--- src/rtl/muldiv_unit_if.sv ---
// Request/response bundle between the execute stage and the multiply/divide unit.
interface muldiv_unit_if #(
    parameter int XLEN = 32
);
    logic            start;
    logic            flush;
    logic [4:0]      alu_op;
    logic [XLEN-1:0] srcA;
    logic [XLEN-1:0] srcB;
    logic [XLEN-1:0] result;
    logic            busy;
    logic            done;

    modport master (
        output start, flush, alu_op, srcA, srcB,
        input  result, busy, done
    );

    modport slave (
        input  start, flush, alu_op, srcA, srcB,
        output result, busy, done
    );
endinterface

--- src/rtl/muldiv_unit.sv ---
// Multi-cycle RV32M-style multiply/divide unit: single-cycle multiply, XLEN-cycle restoring divide.
//   state  | meaning
//   IDLE   | waiting for an accepted start
//   MUL    | one-cycle slot: multiply, or divide-by-zero / signed-overflow shortcut
//   DIV    | restoring divide, one quotient bit per cycle
//   DONE   | result registered, done pulse
module muldiv_unit #(
    parameter int XLEN = 32
) (
    input  logic          clk,
    input  logic          rst_n,
    muldiv_unit_if.slave  bus
);
    localparam int CW = $clog2(XLEN);
    localparam logic [CW-1:0] CNT_LAST = CW'(XLEN - 1);

    localparam logic [4:0] OP_MUL    = 5'b01011;
    localparam logic [4:0] OP_MULH   = 5'b01100;
    localparam logic [4:0] OP_MULHSU = 5'b01101;
    localparam logic [4:0] OP_MULHU  = 5'b01110;
    localparam logic [4:0] OP_DIV    = 5'b01111;
    localparam logic [4:0] OP_DIVU   = 5'b10000;
    localparam logic [4:0] OP_REM    = 5'b10001;
    localparam logic [4:0] OP_REMU   = 5'b10010;

    typedef enum logic [1:0] {S_IDLE, S_MUL, S_DIV, S_DONE} state_t;

    state_t          r_state;
    state_t          w_state_nxt;
    logic [4:0]      r_op;
    logic [XLEN-1:0] r_a;
    logic [XLEN-1:0] r_b;
    logic [XLEN-1:0] r_quo;
    logic [XLEN-1:0] r_rem;
    logic [XLEN-1:0] r_dvs;
    logic [XLEN-1:0] r_result;
    logic            r_neg_q;
    logic            r_neg_r;
    logic [CW-1:0]   r_cnt;

    logic            w_is_mul;
    logic            w_is_div;
    logic            w_div_sgn;
    logic            w_div0;
    logic            w_ovf;
    logic            w_accept;
    logic            w_a_neg;
    logic            w_b_neg;
    logic [XLEN-1:0] w_a_mag;
    logic [XLEN-1:0] w_b_mag;

    assign w_is_mul  = (bus.alu_op >= OP_MUL) && (bus.alu_op <= OP_MULHU);
    assign w_is_div  = (bus.alu_op >= OP_DIV) && (bus.alu_op <= OP_REMU);
    assign w_div_sgn = (bus.alu_op == OP_DIV) || (bus.alu_op == OP_REM);
    assign w_div0    = w_is_div && (bus.srcB == '0);
    assign w_ovf     = w_div_sgn && (bus.srcA == {1'b1, {(XLEN-1){1'b0}}}) && (bus.srcB == '1);
    assign w_accept  = bus.start && !bus.flush && (r_state == S_IDLE) && (w_is_mul || w_is_div);
    assign w_a_neg   = w_div_sgn && bus.srcA[XLEN-1];
    assign w_b_neg   = w_div_sgn && bus.srcB[XLEN-1];
    assign w_a_mag   = w_a_neg ? -bus.srcA : bus.srcA;
    assign w_b_mag   = w_b_neg ? -bus.srcB : bus.srcB;

    // One restoring step: bring in the next dividend bit from the top of r_quo.
    logic [XLEN:0]   w_shift;
    logic [XLEN:0]   w_diff;
    logic            w_qbit;
    logic [XLEN-1:0] w_rem_nxt;
    logic [XLEN-1:0] w_quo_nxt;
    logic [XLEN-1:0] w_q_fin;
    logic [XLEN-1:0] w_r_fin;
    logic            w_op_quo;
    logic [XLEN-1:0] w_div_res;

    assign w_shift   = {r_rem, r_quo[XLEN-1]};
    assign w_diff    = w_shift - {1'b0, r_dvs};
    assign w_qbit    = ~w_diff[XLEN];
    assign w_rem_nxt = w_qbit ? w_diff[XLEN-1:0] : w_shift[XLEN-1:0];
    assign w_quo_nxt = {r_quo[XLEN-2:0], w_qbit};
    assign w_q_fin   = r_neg_q ? -w_quo_nxt : w_quo_nxt;
    assign w_r_fin   = r_neg_r ? -w_rem_nxt : w_rem_nxt;
    assign w_op_quo  = (r_op == OP_DIV) || (r_op == OP_DIVU);
    assign w_div_res = w_op_quo ? w_q_fin : w_r_fin;

    // Sign-extending both operands to 2*XLEN makes one unsigned multiply serve all signedness mixes.
    logic            w_a_sx;
    logic            w_b_sx;
    logic [2*XLEN-1:0] w_prod;
    logic [XLEN-1:0] w_mul_res;
    logic [XLEN-1:0] w_spec_res;
    logic            w_r_is_mul;

    assign w_a_sx     = ((r_op == OP_MULH) || (r_op == OP_MULHSU)) && r_a[XLEN-1];
    assign w_b_sx     = (r_op == OP_MULH) && r_b[XLEN-1];
    assign w_prod     = {{XLEN{w_a_sx}}, r_a} * {{XLEN{w_b_sx}}, r_b};
    assign w_mul_res  = (r_op == OP_MUL) ? w_prod[XLEN-1:0] : w_prod[2*XLEN-1:XLEN];
    assign w_r_is_mul = (r_op >= OP_MUL) && (r_op <= OP_MULHU);

    // Divide op in the MUL slot is either divide-by-zero or signed overflow (r_a == most-negative).
    always_comb begin
        w_spec_res = '0;
        if (r_b == '0) begin
            w_spec_res = w_op_quo ? '1 : r_a;
        end else begin
            w_spec_res = w_op_quo ? r_a : '0;
        end
    end

    always_ff @(posedge clk or negedge rst_n) begin
        if (!rst_n) begin
            r_state <= S_IDLE;
        end else begin
            r_state <= w_state_nxt;
        end
    end

    always_comb begin
        w_state_nxt = r_state;
        if (bus.flush) begin
            w_state_nxt = S_IDLE;
        end else begin
            case (r_state)
                S_IDLE: begin
                    if (w_accept) begin
                        w_state_nxt = (w_is_mul || w_div0 || w_ovf) ? S_MUL : S_DIV;
                    end
                end
                S_MUL:   w_state_nxt = S_DONE;
                S_DIV:   w_state_nxt = (r_cnt == '0) ? S_DONE : S_DIV;
                S_DONE:  w_state_nxt = S_IDLE;
                default: w_state_nxt = S_IDLE;
            endcase
        end
    end

    always_comb begin
        bus.busy = (r_state != S_IDLE);
        bus.done = (r_state == S_DONE);
    end

    assign bus.result = r_result;

    always_ff @(posedge clk or negedge rst_n) begin
        if (!rst_n) begin
            r_op     <= '0;
            r_a      <= '0;
            r_b      <= '0;
            r_quo    <= '0;
            r_rem    <= '0;
            r_dvs    <= '0;
            r_neg_q  <= 1'b0;
            r_neg_r  <= 1'b0;
            r_cnt    <= '0;
            r_result <= '0;
        end else begin
            if (w_accept) begin
                r_op    <= bus.alu_op;
                r_a     <= bus.srcA;
                r_b     <= bus.srcB;
                r_quo   <= w_a_mag;
                r_rem   <= '0;
                r_dvs   <= w_b_mag;
                r_neg_q <= w_a_neg ^ w_b_neg;
                r_neg_r <= w_a_neg;
                r_cnt   <= CNT_LAST;
            end else if ((r_state == S_DIV) && !bus.flush) begin
                r_quo <= w_quo_nxt;
                r_rem <= w_rem_nxt;
                if (r_cnt != '0) begin
                    r_cnt <= r_cnt - 1'b1;
                end
            end

            if (!bus.flush) begin
                if (r_state == S_MUL) begin
                    r_result <= w_r_is_mul ? w_mul_res : w_spec_res;
                end else if ((r_state == S_DIV) && (r_cnt == '0)) begin
                    r_result <= w_div_res;
                end
            end
        end
    end
endmodule

--- src/flat_wrapper.sv ---
// flat-port wrapper written by rule: the top's interface ports become plain ports
module muldiv_unit_flat 
#(
    parameter int XLEN = 32
)
  (clk, rst_n, bus_start, bus_flush, bus_alu_op, bus_srcA, bus_srcB, bus_result, bus_busy, bus_done);
  muldiv_unit_if #(.XLEN(XLEN)) bus_i ();
  input  logic clk;
  input  logic rst_n;
  input wire logic [$bits(bus_i.start)-1:0] bus_start;
  input wire logic [$bits(bus_i.flush)-1:0] bus_flush;
  input wire logic [$bits(bus_i.alu_op)-1:0] bus_alu_op;
  input wire logic [$bits(bus_i.srcA)-1:0] bus_srcA;
  input wire logic [$bits(bus_i.srcB)-1:0] bus_srcB;
  output wire logic [$bits(bus_i.result)-1:0] bus_result;
  output wire logic [$bits(bus_i.busy)-1:0] bus_busy;
  output wire logic [$bits(bus_i.done)-1:0] bus_done;
  assign bus_i.start = bus_start;
  assign bus_i.flush = bus_flush;
  assign bus_i.alu_op = bus_alu_op;
  assign bus_i.srcA = bus_srcA;
  assign bus_i.srcB = bus_srcB;
  assign bus_result = bus_i.result;
  assign bus_busy = bus_i.busy;
  assign bus_done = bus_i.done;
  muldiv_unit #(.XLEN(XLEN)) u_core (.clk(clk), .rst_n(rst_n), .bus(bus_i));
endmodule
--- config.mk ---
export PLATFORM = sky130hd
export DESIGN_NAME = muldiv_unit_flat
export DESIGN_NICKNAME = d
export VERILOG_FILES = /design/src/rtl/muldiv_unit_if.sv /design/src/rtl/muldiv_unit.sv /design/src/flat_wrapper.sv
export SDC_FILE = /design/constraint.sdc
export NUM_CORES = 2
export LEC_CHECK = 0
export BUFFER_PORTS_ARGS = -buffer_cell sky130_fd_sc_hd__buf_4
export CORE_ASPECT_RATIO = 2
export CORE_MARGIN = 2
export CORE_UTILIZATION = 48
export DETAILED_ROUTE_END_ITERATION = 7
export PLACE_DENSITY = 0.71
export SYNTH_ARGS = -nofsm -noshare
export SYNTH_HDL_FRONTEND = slang
export SYNTH_SLANG_ARGS = --single-unit
--- constraint.sdc ---
create_clock -name clk -period 11.95 [get_ports clk]
set_input_delay 1.7925 -clock clk [delete_from_list [all_inputs] [get_ports clk]]
set_output_delay 1.7925 -clock clk [all_outputs]
set_load 0.1 [all_outputs]
### Word level (Yosys, flattened, before mapping)

Index checks and enable logic that the tools add are counted.

* word-level logic and storage cells: 98
* register bits after elaboration: 206
* input bits: 73
* output and inout port bits: 34

* multipliers: 1
* reduce and logical (&&, ||, !) cells: 33
* eq/ne operators: 13
* add/sub/neg operators: 6
* magnitude comparators: 6
* bitwise gates (word level): 3
* multiplexer cells: 25

Operators by type and width (number)
* $mux W32: 17
* $neg A32 Y32: 4
* $eq A32 B32 Y1 const B: 2
* $logic_not A32 Y1: 2
* $mul A33 B33 Y64: 1
* $sub A33 B32 Y33: 1
* $eq A5 B4 Y1 const B: 5
* $ge A5 B4 Y1 const B: 3
* $logic_and A1 B1 Y1: 15
* $mux W5: 3
* $eq A5 B5 Y1 const B: 2
* $le A5 B4 Y1 const B: 2
* $pmux W2 S4: 1
* $reduce_bool A2 Y1: 4
* $logic_or A1 B1 Y1: 6
* $mux W2: 3
* $le A5 B5 Y1 const B: 1
* $logic_not A5 Y1: 1
* $reduce_bool A5 Y1: 1
* $sub A5 B1 Y5 const B: 1
* $eq A2 B2 Y1 const B: 2
* $reduce_and A2 Y1: 2
* $ne A3 B2 Y1 const B: 1
* $eq A2 B1 Y1 const B: 1
* 5 further kinds: 6

### Depth between registers and ports, before layout

* depth after elaboration: 9
* gate-level depth with buffers: 33
* gate-level depth less buffers: 31

### Least setup slack after synthesis

OpenSTA, ideal clock, no wires.

* kind: reg2reg
* start point: reg u_core.r_op[4]
* end point: reg u_core.r_result[31], in the netlist u_core.bus.result[31]
* setup slack: 3307 ps
* period minus slack after synthesis: 8643 ps
* path buffers: 1
* data required time: 11815 ps
* setup time: 135 ps
* stages on the path, launching flop included: 31
* data arrival time: 8508 ps
* path through: dfrtp_1 -> nor2b_1 -> nand2_1 -> nor3b_1 -> clkbuf_1 -> nand2_1 -> fa_1 -> fa_1 -> inv_1 -> fa_1 -> inv_1 -> fa_1 -> inv_1 -> fa_1 -> fa_1 -> inv_1 -> fa_1 -> fa_1 -> inv_1 -> ha_1 -> a21o_1 -> a21o_1 -> a21o_1 -> a221oi_1 -> o21ai_0 -> a21o_1 -> a21oi_1 -> o21a_1 -> o311ai_0 -> a22oi_1 -> o211ai_2

* cells in the longest elaborated chain, start to end: 7
* elaborated cells on any way between the ends: 21
* classes of those cells: mul: 1; order compare: 2; eq/ne: 5; mux: 8; reduce/logical: 5

Ends and longest elaborated chain
* start, declared: line muldiv_unit.sv:30 `logic [4:0] r_op;`
* start signal, assigned: line muldiv_unit.sv:156 `r_op <= bus.alu_op;`
* $eq A5 B4 Y1 (on tied branches): line muldiv_unit.sv:92, muldiv_unit.sv:93
* $logic_or A1 B1 Y1: line muldiv_unit.sv:92 `assign w_a_sx = ((r_op == OP_MULH) || (r_op == OP_MULHSU)) && r_a[XLEN-1];`
* $logic_and A1 B1 Y1: line muldiv_unit.sv:92
* $mul A33 B33 Y64: line muldiv_unit.sv:94 `assign w_prod = {{XLEN{w_a_sx}}, r_a} * {{XLEN{w_b_sx}}, r_b};`
* $mux W32: line muldiv_unit.sv:95 `assign w_mul_res = (r_op == OP_MUL) ? w_prod[XLEN-1:0] : w_prod[2*XLEN-1:XLEN];`
* $mux W32: line muldiv_unit.sv:175 `r_result <= w_r_is_mul ? w_mul_res : w_spec_res;`
* $mux W32 (*): line muldiv_unit.sv:174 `if (r_state == S_MUL) begin`
* end signal, assigned: line muldiv_unit.sv:175
* end signal, assigned: line muldiv_unit.sv:177 `r_result <= w_div_res;`
* end, declared: line muldiv_unit.sv:36 `logic [XLEN-1:0] r_result;`

Every way passes the cells marked *; elsewhere a longest branch is shown, timed or not. The select of a mux whose other input is x is not followed.
A chain may end at the register's enable or synchronous reset.

### Worst setup path in the final report

* start point: reg u_core.r_op[4]
* end point: reg u_core.r_result[30], in the netlist u_core.bus.result[30]

The elaborated chain is that of the path after synthesis.

==> impl_metrics.prom <==
# TYPE chip_impl_metric gauge
chip_impl_info{name="run_status",value="finished clean"} 1
chip_impl_metric{name="report.final.setup_viol",unit=""} 0
chip_impl_metric{name="place_congestion",unit=""} 0.976
chip_impl_metric{name="core",unit="mm²"} 0.110
chip_impl_info{name="timing.rr.end",value="u_core.bus.result[30]"} 1
chip_impl_info{name="predominant_post_synthesis_flop_cell",value="dfrtp_1"} 1
chip_impl_metric{name="slew_violations",unit=""} 0
chip_impl_metric{name="fp.dieArea",unit="mm²"} 0.114
chip_impl_metric{name="grt_pass1_vias",unit=""} 48000
chip_impl_metric{name="synth_xor_area_frac",unit=""} 0.0341
chip_impl_metric{name="reg2reg_depth",unit=""} 28
chip_impl_info{name="holdCritPathClass",value="reg2reg"} 1
chip_impl_metric{name="gr-usage-all-layers",unit=""} 0.312
chip_impl_metric{name="numPortBuffers",unit=""} 106
chip_impl_metric{name="timing.reg2reg.setup_slack",unit="ps"} 2370
chip_impl_metric{name="syn-instance-count",unit=""} 6246
chip_impl_metric{name="cts-root-to-sink-buffers",unit=""} 3
chip_impl_metric{name="finalWorstPathRequiredPeriod",unit="ps"} 9580
chip_impl_metric{name="chipHeight",unit="µm"} 475
chip_impl_metric{name="area_share_of_and_or_nand_nor_cells_after_synthesis",unit=""} 0.172
chip_impl_info{name="rsz0062_at_grt",value="false"} 1
chip_impl_metric{name="placementRows",unit=""} 172
chip_impl_metric{name="cts_made_buffers",unit=""} 20
chip_impl_metric{name="clock-sinks",unit=""} 205
chip_impl_info{name="critPathSlowestCell",value="fa_1"} 1
chip_impl_info{name="worst_setup_path_startpoint",value="u_core.r_op[4]"} 1
chip_impl_metric{name="proportion_of_synthesized_flip_flops_having_asynchronous_set_or_reset",unit=""} 1.00
chip_impl_metric{name="die_width",unit="µm"} 239
chip_impl_info{name="synth_most_common_cell",value="inv_1"} 1
chip_impl_metric{name="share_of_synthesized_cell_area_in_full_adder_half_adder_and_majority_cells",unit=""} 0.483
chip_impl_metric{name="worst-endpoint-arrival",unit="ps"} 9980
chip_impl_metric{name="synth_seq_area_share",unit=""} 0.0964
chip_impl_info{name="synth_top_family_by_area",value="adder cells"} 1
chip_impl_info{name="start_kind",value="flip-flop"} 1
chip_impl_metric{name="worst-path-max-fanout",unit=""} 32
chip_impl_metric{name="synth-warning-count",unit=""} 0
chip_impl_info{name="cpLargestDelayFamily",value="adder cells"} 1
chip_impl_metric{name="worst_pin_slew",unit="ps"} 1220
chip_impl_metric{name="maxCapViolCount",unit=""} 0
chip_impl_info{name="tritoncts_clock_tree",value="yes"} 1
chip_impl_metric{name="clock.fmax",unit="MHz"} 104
chip_impl_metric{name="layout-area-overhead-vs-synth",unit="%"} 4.90
chip_impl_metric{name="initial_util",unit=""} 0.484
chip_impl_info{name="synthTopCellsByArea",value="fa_1, dfrtp_1, inv_1, nand2_1, ha_1"} 1
chip_impl_metric{name="fin_setup_tns",unit="ps"} 0
chip_impl_info{name="critPathCapture",value="u_core.bus.result[30]"} 1
chip_impl_metric{name="globalRoute.totalOverflow",unit=""} 0
chip_impl_metric{name="avgSynthCellArea",unit="µm²"} 8.52
chip_impl_metric{name="netlist-cell-type-count",unit=""} 88
chip_impl_metric{name="num_vias",unit=""} 43200
chip_impl_info{name="netlist.top_cell.by_area",value="fa_1"} 1
chip_impl_metric{name="wire_per_inst",unit="µm"} 22.8
chip_impl_metric{name="critical_path_depth",unit=""} 28
chip_impl_metric{name="drt_iter0_drc",unit=""} 2739
chip_impl_metric{name="clkLatencyLatePin",unit="ps"} 540
chip_impl_metric{name="top_level_ports",unit=""} 107
chip_impl_metric{name="hpwl",unit="µm"} 141000
chip_impl_info{name="critical_path.endpoint_type",value="flip-flop"} 1
chip_impl_metric{name="muxShareOfSynthArea",unit=""} 0.00703
chip_impl_metric{name="wire_length_of_the_first_global_routing_pass",unit="µm"} 268000
chip_impl_info{name="synth_common_cells",value="inv_1, nand2_1, fa_1, clkbuf_1, and2_1"} 1
chip_impl_metric{name="number_of_antenna_violations_at_the_first_check_in_global_routing",unit=""} 6
chip_impl_metric{name="dr.pass1.iters",unit=""} 7
chip_impl_metric{name="cts_setup_buffers",unit=""} 0
chip_impl_metric{name="finalHoldViolCount",unit=""} 0
chip_impl_metric{name="h-tree-depth",unit=""} 1
chip_impl_info{name="critPathMostFrequentCell",value="fa_1"} 1
chip_impl_metric{name="netlist_area",unit="mm²"} 0.0532
chip_impl_metric{name="post_drt_via_cell_ratio",unit=""} 5.71
chip_impl_info{name="reg2reg_from",value="u_core.r_op[4]"} 1
chip_impl_metric{name="synth_top_area_frac",unit=""} 0.424
chip_impl_metric{name="max-slew-margin-rel",unit=""} 0.189
chip_impl_metric{name="syn_nets",unit=""} 7700
chip_impl_info{name="cts.root.buffer_cell",value="clkbuf_16"} 1
chip_impl_metric{name="post_cts_resize_count",unit=""} 0
chip_impl_metric{name="drtAntennaViolNets",unit=""} 0
chip_impl_metric{name="drc",unit=""} 0
chip_impl_metric{name="grt_start_max_net_pins",unit=""} 200
chip_impl_metric{name="fin_crit_sh",unit=""} 0.802
chip_impl_metric{name="fin_worst_skew",unit="ps"} 30.9
chip_impl_metric{name="cp.buffers_inverters",unit=""} 6
chip_impl_metric{name="fin_nets",unit=""} 7528
chip_impl_metric{name="slowest_delay",unit="ps"} 760
chip_impl_metric{name="cts_hold_buf",unit=""} 0
chip_impl_metric{name="worst-endpoint-required",unit="ps"} 12350
chip_impl_metric{name="synthesized_area_fraction_occupied_by_ao_oa_aoi_and_oai_cells",unit=""} 0.0918
chip_impl_metric{name="drive_above_1_share",unit=""} 0.0466
chip_impl_metric{name="wirelength",unit="µm"} 172000
chip_impl_metric{name="clk_transition_reported_paths",unit="ps"} 70
chip_impl_metric{name="postSynthRegisterBits",unit=""} 205
chip_impl_metric{name="number_of_flops_mapped_to_enable_cells_by_yosys",unit=""} 0
chip_impl_info{name="worstSetupPathType",value="reg2reg"} 1
## stage by stage
stage | instance area, µm² | hold WS, ps | instances | setup slack [ps] | utilization
finish | 55800 | 476 | 7568 | 2370 | 0.508
global route | 55800 | 498 | 7567 | 1770 | 0.508
CTS | 55800 | 483 | 7567 | 2340 | 0.508
detailed placement | 55100 | 465 | 7531 | 2360 | 0.501
global placement | 55100 | 459 | 7531 | 2490 | 0.501
floorplan | 53200 | 450 | 6246 | 3310 | -
## worst min path at each step
stage / startpoint / end / slack, ps / depth (start not counted)
after floorplan: u_core.r_dvs[10] / u_core.r_dvs[10] / 450 / 2
after global placement: u_core.r_b[17] / u_core.r_b[17] / 460 / 2
final: u_core.r_a[14] / u_core.r_a[14] / 480 / 2
after global routing: u_core.r_a[5] / u_core.r_a[5] / 500 / 2
after detailed placement: u_core.r_a[14] / u_core.r_a[14] / 460 / 2
after CTS: u_core.r_a[2] / u_core.r_a[2] / 480 / 2
## kinds of logic after synthesis
| group | Yosys count |
|---|---|
| xor+xnor | 207 |
| fa+ha+maj | 1381 |
| flops | 205 |
| simple gates | 2033 |
| buf+inv | 1636 |
| mux | 37 |
| compound gates | 747 |
## cell usage in the layout, fill, tap and decap left out, types with 27 or more instances in the layout
| master | count |
|---|---|
| a31oi_1 | 55 |
| nor4_1 | 32 |
| ha_1 | 255 |
| inv_1 | 1249 |
| and2_1 | 307 |
| buf_4 | 189 |
| nor3_1 | 41 |
| a21o_1 | 53 |
| nand3_1 | 34 |
| a21oi_1 | 182 |
| nand4_1 | 27 |
| a211oi_1 | 41 |
| dfrtp_1 | 194 |
| nand2_1 | 1232 |
| o211ai_1 | 27 |
| xor2_1 | 66 |
| o21ai_0 | 175 |
| nor2_1 | 210 |
| xnor2_1 | 141 |
| mux2i_1 | 34 |
| fa_1 | 1126 |
## layout make-up
cell class,count,area [µm²]
Tap cell,1479,1850
Antenna cell,1,2.50
Inverter,1251,4700
Fill cell,10300,54100
Clock buffer,22,539
Timing Repair Buffer,191,1450
Multi-Input combinational cell,4405,42000
Clock inverter,14,176
Sequential cell,205,5140
## routing by layer
| metal | vias up | GRT usage | share of wire |
|---|---|---|---|
| met3 | 861 | 0.0381 | 0.054 |
| met4 | 8 | 0.237 | 0.092 |
| met5 | - | 0 | 0.00028 |
| met2 | 1766 | 0.593 | 0.54 |
| met1 | 22000 | 0.303 | 0.31 |
| li1 | 18600 | - | - |
## sequential cells by signal, indices dropped and copies added, names as in the netlist
register / flops
u_core.r_op: 5
u_core.r_neg_r: 1
u_core.r_neg_q: 1
u_core.bus.result: 32
u_core.r_a: 32
u_core.r_rem: 32
u_core.r_state: 2
u_core.r_cnt: 5
u_core.r_quo: 32
u_core.r_b: 31
u_core.r_dvs: 32
## worst register-to-register path, delay by kind of cell (launching register included)
| family | cells | cell delay [ps] |
|---|---|---|
| AO/OA/AOI/OAI | 6 | 1310 |
| flip-flops | 1 | 410 |
| AND/OR/NAND/NOR | 6 | 1350 |
| buffers and inverters | 6 | 1340 |
| adder cells (fa/ha/maj) | 9 | 4900 |
| XOR/XNOR | 1 | 180 |
Power is left out: the tool's default activity adds up to more than one toggle a clock period on the data nets, which glitch-free logic cannot reach.
